<file path="config.mk">
export PLATFORM = sky130hd
export DESIGN_NAME = pipe_stage_reg
export DESIGN_NICKNAME = d
export VERILOG_FILES = /design/src/rtl/pipe_pkg.sv /design/src/rtl/pipe_entry_reg.sv /design/src/rtl/pipe_stage_reg.sv
export SDC_FILE = /design/constraint.sdc
export NUM_CORES = 1
export LEC_CHECK = 0
export ABC_AREA = 1
export CAP_MARGIN = 20
export CORE_MARGIN = 2
export CORE_UTILIZATION = 30
export CTS_CLUSTER_SIZE = 14
export DETAILED_ROUTE_END_ITERATION = 10
export MAX_ROUTING_LAYER = met4
export SYNTH_ARGS = -nofsm -noshare
export SYNTH_HDL_FRONTEND = slang
export SYNTH_HIERARCHICAL = 1
export SYNTH_SLANG_ARGS = --single-unit
</file>
<file path="constraint.sdc">
create_clock -name clk -period 3.6 [get_ports clk]
set_clock_uncertainty 0.1 [all_clocks]
set_input_delay 0.54 -clock clk [delete_from_list [all_inputs] [get_ports clk]]
set_output_delay 0.54 -clock clk [all_outputs]
set_load 0.01 [all_outputs]
</file>
<file path="src/rtl/pipe_pkg.sv">
// Shared definitions for inter-stage pipeline registers.
// Holds the stage state encoding, the NOP control word and default payload widths.
package pipe_pkg;

  typedef enum logic [1:0] {
    EMPTY     = 2'd0,
    FULL      = 2'd1,
    SKID_FULL = 2'd2
  } stage_state_t;

  localparam int DEF_DATA_W = 64;
  localparam int DEF_CTRL_W = 24;
  localparam int DEF_CNT_W  = 16;
  localparam int MAX_CTRL_W = 256;

  // All-zero control decodes as a NOP in every stage; sliced to CTRL_W at use.
  localparam logic [MAX_CTRL_W-1:0] NOP_CTRL = '0;

endpackage

</file>
<file path="src/rtl/pipe_entry_reg.sv">
// Purpose: one pipeline entry (data, control, valid) with load/drop/clear controls.
// Latency: loaded values visible the cycle after load.
// Backpressure: none; the owning stage decides when to load or drop.
module pipe_entry_reg
  import pipe_pkg::*;
#(
  parameter int DATA_W = DEF_DATA_W,
  parameter int CTRL_W = DEF_CTRL_W
) (
  input  logic              clk,
  input  logic              reset,
  input  logic              clear,
  input  logic              load,
  input  logic              drop,
  input  logic [DATA_W-1:0] ld_data,
  input  logic [CTRL_W-1:0] ld_ctrl,
  output logic              vld,
  output logic [DATA_W-1:0] data,
  output logic [CTRL_W-1:0] ctrl
);

  // Clear kills valid and control only; data is left stale since ctrl gating hides it.
  always_ff @(posedge clk or posedge reset) begin
    if (reset) begin
      vld  <= 1'b0;
      data <= '0;
      ctrl <= '0;
    end else if (clear) begin
      vld  <= 1'b0;
      ctrl <= NOP_CTRL[CTRL_W-1:0];
    end else if (load) begin
      vld  <= 1'b1;
      data <= ld_data;
      ctrl <= ld_ctrl;
    end else if (drop) begin
      vld  <= 1'b0;
    end
  end

endmodule

</file>
<file path="src/rtl/pipe_stage_reg.sv">
// Purpose: valid/ready pipeline register between core stages, optional skid entry, stall counter.
// Latency: one cycle in to out; one entry per cycle while out_ready is high.
// Backpressure: SKID=1 registered in_ready (absorbs one extra entry); SKID=0 combinational.
module pipe_stage_reg
  import pipe_pkg::*;
#(
  parameter int DATA_W = DEF_DATA_W,
  parameter int CTRL_W = DEF_CTRL_W,
  parameter int SKID   = 1,
  parameter int CNT_W  = DEF_CNT_W
) (
  input  logic              clk,
  input  logic              reset,
  input  logic              flush,
  input  logic              in_valid,
  output logic              in_ready,
  input  logic [DATA_W-1:0] in_data,
  input  logic [CTRL_W-1:0] in_ctrl,
  output logic              out_valid,
  input  logic              out_ready,
  output logic [DATA_W-1:0] out_data,
  output logic [CTRL_W-1:0] out_ctrl,
  output logic [CNT_W-1:0]  stall_cnt
);

  localparam logic [CNT_W-1:0] CNT_MAX = '1;
  localparam logic [CNT_W-1:0] CNT_ONE = {{(CNT_W-1){1'b0}}, 1'b1};

  stage_state_t state, state_nxt;
  logic         in_rdy_q;
  logic         in_fire;
  logic         main_ld, main_from_skid, main_drop;
  logic         skid_ld, skid_drop;

  logic              main_vld, skid_vld;
  logic [DATA_W-1:0] main_data, skid_data, main_ld_data;
  logic [CTRL_W-1:0] main_ctrl, skid_ctrl, main_ld_ctrl;

  assign in_ready = ((SKID != 0) ? in_rdy_q : (!main_vld || out_ready)) && !flush;
  assign in_fire  = in_valid && in_ready;

  always_comb begin
    state_nxt      = state;
    main_ld        = 1'b0;
    main_from_skid = 1'b0;
    main_drop      = 1'b0;
    skid_ld        = 1'b0;
    skid_drop      = 1'b0;
    unique case (state)
      EMPTY: begin
        if (in_fire) begin
          main_ld   = 1'b1;
          state_nxt = FULL;
        end
      end
      FULL: begin
        if (out_ready) begin
          if (in_fire) begin
            main_ld = 1'b1;
          end else begin
            main_drop = 1'b1;
            state_nxt = EMPTY;
          end
        end else if (in_fire && (SKID != 0)) begin
          skid_ld   = 1'b1;
          state_nxt = SKID_FULL;
        end
      end
      SKID_FULL: begin
        if (out_ready && skid_vld) begin
          main_ld        = 1'b1;
          main_from_skid = 1'b1;
          skid_drop      = 1'b1;
          state_nxt      = FULL;
        end
      end
      default: state_nxt = EMPTY;
    endcase
    if (flush) begin
      state_nxt = EMPTY;
    end
  end

  // in_ready is decoded from the next state so the upstream-facing path is a flop.
  always_ff @(posedge clk or posedge reset) begin
    if (reset) begin
      state    <= EMPTY;
      in_rdy_q <= 1'b1;
    end else begin
      state    <= state_nxt;
      in_rdy_q <= (state_nxt != SKID_FULL);
    end
  end

  assign main_ld_data = main_from_skid ? skid_data : in_data;
  assign main_ld_ctrl = main_from_skid ? skid_ctrl : in_ctrl;

  pipe_entry_reg #(
    .DATA_W (DATA_W),
    .CTRL_W (CTRL_W)
  ) u_main (
    .clk     (clk),
    .reset   (reset),
    .clear   (flush),
    .load    (main_ld),
    .drop    (main_drop),
    .ld_data (main_ld_data),
    .ld_ctrl (main_ld_ctrl),
    .vld     (main_vld),
    .data    (main_data),
    .ctrl    (main_ctrl)
  );

  if (SKID != 0) begin : g_skid
    pipe_entry_reg #(
      .DATA_W (DATA_W),
      .CTRL_W (CTRL_W)
    ) u_skid (
      .clk     (clk),
      .reset   (reset),
      .clear   (flush),
      .load    (skid_ld),
      .drop    (skid_drop),
      .ld_data (in_data),
      .ld_ctrl (in_ctrl),
      .vld     (skid_vld),
      .data    (skid_data),
      .ctrl    (skid_ctrl)
    );
  end else begin : g_no_skid
    assign skid_vld  = 1'b0;
    assign skid_data = '0;
    assign skid_ctrl = '0;
  end

  assign out_valid = main_vld;
  assign out_data  = main_data;
  assign out_ctrl  = main_vld ? main_ctrl : NOP_CTRL[CTRL_W-1:0];

  // Saturating; deliberately survives flush so redirect-heavy code still shows stalls.
  always_ff @(posedge clk or posedge reset) begin
    if (reset) begin
      stall_cnt <= '0;
    end else if (out_valid && !out_ready && (stall_cnt != CNT_MAX)) begin
      stall_cnt <= stall_cnt + CNT_ONE;
    end
  end

endmodule

</file>
### Word level (Yosys, flattened, before mapping)

Cells that the tools add are included.

| cells by class | value |
|---|---|
| bitwise operators | 1 |
| add/sub/neg operators | 1 |
| reduce and logical (&&, ||, !) cells | 14 |
| mux-type cells | 30 |
| eq/ne operators | 4 |

Operators by type and width:

| cell | count |
|---|---|
| $mux 24 | 6 |
| $mux 64 | 1 |
| $add 16x1->16 const B | 1 |
| $ne 16x16->1 const B | 1 |
| $mux 1 | 15 |
| $mux 2 | 6 |
| $pmux 2 s3 | 1 |
| $reduce_bool 3->1 | 2 |
| $logic_and 1x1->1 | 5 |
| $reduce_and 2->1 | 2 |
| $reduce_bool 2->1 | 2 |
| $pmux 1 s3 | 1 |
| $eq 2x1->1 const B | 1 |
| $eq 2x2->1 const B | 1 |
| $logic_not 1->1 | 2 |
| $logic_not 2->1 | 1 |
| $ne 2x2->1 const B | 1 |
| $not 1->1 | 1 |

| storage, ports and cells | value |
|---|---|
| word-level logic and storage cells | 59 |
| register bits after elaboration | 197 |
| output and inout port bits | 106 |
| bits of input ports | 93 |

### Longest topological paths before layout

| depth | value |
|---|---|
| depth in word-level cells | 9 |
| gate-level depth with buffers | 12 |
| gate-level depth less buffers | 8 |

### Cells and area by module

Netlist, hierarchy kept.

By module, submodules not included:

| module | times used | sequential area each (µm²) | cells an instance | area each (µm²) |
|---|---|---|---|---|
| pipe_entry_reg | 2 | 2227.1 | 388 | 3498.4 |
| pipe_stage_reg | 1 | 476.7 | 514 | 2484.9 |

### Worst setup path before layout

Ideal clock, no wire load.

| timing path | value |
|---|---|
| path kind | input to register |
| start | input port flush |
| end | register g_skid.u_skid.data[21] |
| required time | 3383 ps |
| data arrival time | 1914 ps |
| buffers on the path | 3 |
| stages | 11 |
| setup time | 117 ps |
| slack | 1469 ps |
| cells stage by stage | inv_1 nand3_1 or2_2 or2_2 inv_1 buf_2 nand2_1 buf_2 buf_4 nand2_1 nand2_1 |

| between the ends | value |
|---|---|
| longest elaborated chain between the ends | 7 |
| elaborated cells between the ends (all ways) | 8 |
| those cells by class | mux (3); bitwise (1); reduce/logical (4) |

Ends and longest elaborated chain:

| element | RTL line | source |
|---|---|---|
| from (decl) | pipe_stage_reg.sv:14 | `input logic flush,` |
| $logic_not 1->1 | pipe_stage_reg.sv:39 | `assign in_ready = ((SKID != 0) ? in_rdy_q : (!main_vld \|\| out_ready)) && !flush;` |
| $logic_and 1x1->1 | pipe_stage_reg.sv:39 |  |
| $logic_and 1x1->1 | pipe_stage_reg.sv:40 | `assign in_fire = in_valid && in_ready;` |
| $mux 1 | pipe_stage_reg.sv:64 | `end else if (in_fire && (SKID != 0)) begin` |
| $mux 1 | pipe_stage_reg.sv:57 | `if (out_ready) begin` |
| $mux 1 | pipe_stage_reg.sv:49 | `unique case (state)` |
| named net skid_ld | pipe_stage_reg.sv:33 | `logic skid_ld, skid_drop;` |
| $reduce_and 2->1 (no source line) | - |  |
| to (signal assigned) | pipe_entry_reg.sv:33 | `data <= ld_data;` |
| to (decl) | pipe_entry_reg.sv:18 | `output logic [DATA_W-1:0] data,` |

The timed path passes the listed nets, and every way through them passes these cells.
A chain may end at the register's enable or synchronous reset.

### Worst setup path in the final report

| timing path | value |
|---|---|
| start | register u_main.vld |
| end | output port out_ctrl[21] |

| between the ends | value |
|---|---|
| longest elaborated chain between the ends | 1 |

Ends and longest elaborated chain:

| element | RTL line | source |
|---|---|---|
| from (decl) | pipe_entry_reg.sv:17 | `output logic vld,` |
| from (signal assigned) | pipe_entry_reg.sv:25 | `vld <= 1'b0;` |
| from (signal assigned) | pipe_entry_reg.sv:29 | `vld <= 1'b0;` |
| from (signal assigned) | pipe_entry_reg.sv:32 | `vld <= 1'b1;` |
| $mux 24 | pipe_stage_reg.sv:138 | `assign out_ctrl = main_vld ? main_ctrl : NOP_CTRL[CTRL_W-1:0];` |
| to (decl) | pipe_stage_reg.sv:22 | `output logic [CTRL_W-1:0] out_ctrl,` |

No other way between the ends.

==> out/results.ini <==
[clock_tree]
clkTransAtPathRegs_ps = 70
postCtsResizedCells = 0
htreeDepth = 4
root_buffer = clkbuf_16
cts_inserted_buffers = 17
cts_tree = done
clock_sinks = 197
insertion_delay_ps = 440
cts_max_path_buffers = 2
ctsHoldBuffers = 0
post_cts_buffers = 0

[synth]
yosysWarnings = 6
synth-seq-area-share_pct = 52.0
synth_nets = 1384
ys_ff_latch = 197
synth_cell_types = 25
syn_inst = 1290
syn_area_per_cell_um2 = 7.35
syn_area_mm2 = 0.00948

[route]
dr.pass1.iters = 5
wl_per_cell_um = 14.1
drt-total-wl_um = 26200
viasPerCell = 4.51
postRouteAntennaNets = 0
drcViolationCount = 0
vias = 8394
drt_iter0_drc = 550

[critical_path]
crit_fanout = 16
r2r_cells = 7
r2r_start = in_rdy_q
critical_path_class = reg2out
critPathArrivalTime_ps = 2110
rr_endpoint = u_main/data[7]
crit_required_ps = 2960
r2r_slack_ps = 1350
crit_path_end_kind = primary output
critPathLaunchType = flop

[die]
start_util_pct = 30.3
die_w_um = 182
fp.dieArea_mm2 = 0.0330
ios = 199
coreArea_mm2 = 0.0313
fp-row-count = 65
die_height_um = 182

[finish]
fillCellCount = 3232
drive_above_1_share_pct = 5.00
final_common_cell = nand2_1
stdcell_count = 1862
final_cell_mix = nand2_1, clkdlybuf4s50_1, dfrtp_1
syn2layout_area_growth_pct = 30.3
fin_nets = 1540

[global_routing]
grt_usage_pct = 17.3
overflow = 0
antenna_found_initial = 1
grt_pass1_vias = 8416
grt_max_degree = 82
grt_pass1_wl_um = 44200

[sta]
maxSlewViolCount = 0
fin_crit_sh_pct = 76.4
period_minus_slack_ps = 2750
rsz0062_at_grt = no
tightestPinTransition_ps = 912
layout_setup_ws_ps = 850
hold_viol = 0
setup_viol = 0
slew_headroom_pct = 39.2
tns_ps = 0
fmax_mhz = 364

[pwr]
ir_drop_uv = 239
powerDensity_mw_per_mm2 = 462
cellLeakagePower_nw = 6.56

[placement]
port_buffers = 198
dp_cells = 1828
gp_congestion = 0.826
place_ws_ps = 543
hpwl_um = 16900

[worst_hold_path]
min_from = g_skid.u_skid/data[60]
min_path_cells = 2
hold_class = reg2reg
holdPathEnd = g_skid.u_skid/data[60]

[outcome]
status = complete, no violations

[job]
cap_violations = 0

## synth_stat cells
master | number | share of area, %
buf_6 | 2 | 0.24
o21ai_0 | 4 | 0.21
inv_2 | 4 | 0.16
a21oi_1 | 2 | 0.11
nand4_1 | 5 | 0.33
nor2_1 | 21 | 0.83
buf_2 | 21 | 1.1
xor2_1 | 1 | 0.092
dfrtp_1 | 196 | 52
nand3_1 | 186 | 9.8
ha_1 | 1 | 0.13
inv_1 | 45 | 1.8
buf_1 | 2 | 0.079
o21ai_4 | 1 | 0.17
or2_2 | 2 | 0.13
clkbuf_1 | 40 | 1.6
nand2_2 | 3 | 0.20
nand2_1 | 726 | 29
nand2_4 | 1 | 0.12
dfstp_2 | 1 | 0.28
buf_4 | 14 | 1.1
nor2_4 | 2 | 0.24
nor2_2 | 3 | 0.20
inv_4 | 1 | 0.066
xnor2_1 | 6 | 0.55
## metal layers
layer  global-route usage, %  vias to the layer above  wire length (um)
met1                    21.6                     3881             12100
met5                       -                        -                 0
li1                        -                     4307                 -
met4                    5.11                        0               371
met3                    3.35                       21              1280
met2                    28.6                      185             12400
## cells by family after synthesis
logic type	synth area share (%)
compound gates	0.488
xor+xnor	0.647
fa+ha+maj	0.132
buf+inv	6.12
flops	52.0
simple gates	40.6
## registers in the layout, summed over array words and instances, names as in the netlist
register            flops
state                   2
in_rdy_q                1
u_main/vld              1
u_main/data            64
g_skid.u_skid/data     64
stall_cnt              16
g_skid.u_skid/vld       1
g_skid.u_skid/ctrl     24
u_main/ctrl            24
## how the worst max path moves through the flow
stage,to,depth (start not counted),slack (ps),from
after floorplan,g_skid.u_skid/ctrl[0],1,650,reset
after global placement,u_main/data[61],9,610,flush
after detailed placement,g_skid.u_skid/data[25],9,540,flush
after CTS,out_ctrl[21],4,810,u_main/vld
after global routing,out_ctrl[21],4,690,u_main/vld
final,out_ctrl[21],4,850,u_main/vld
## worst max-delay path, cell delays in order (launching register included)
cell             delay [ps]
dfrtp_1                 670
buf_4                   310
nand2_1                  70
inv_1                    80
clkdlybuf4s50_1         530
## area by class of cell
type	count	area, um2	area share [%]
clock buffer	19	443	3.59
multi-input combinational	964	3990	32.3
clock inverter	13	136	1.10
timing repair buffer	216	2150	17.4
tap	402	503	4.07
inverter	50	200	1.62
antenna	1	2.50	0.0203
sequential	197	4930	39.9
## metrics by stage
step | power, mW | util (%) | area [um2] | hold WS [ps]
floorplan | 3.22 | - | 9480 | 342
global placement | 3.84 | 37.5 | 11800 | 353
detailed placement | 3.86 | 37.5 | 11800 | 358
CTS | 5.81 | 39.4 | 12300 | 377
global route | 6.05 | 39.5 | 12400 | 389
finish | 5.71 | 39.5 | 12400 | 372
## power breakdown
group,switching (mW),internal [mW],total (mW)
logic,0.549,0.558,1.11
registers,0.186,2.51,2.69
clock network,0.913,0.997,1.91
total,1.65,4.06,5.71
Power figures use the tool's default switching activity.
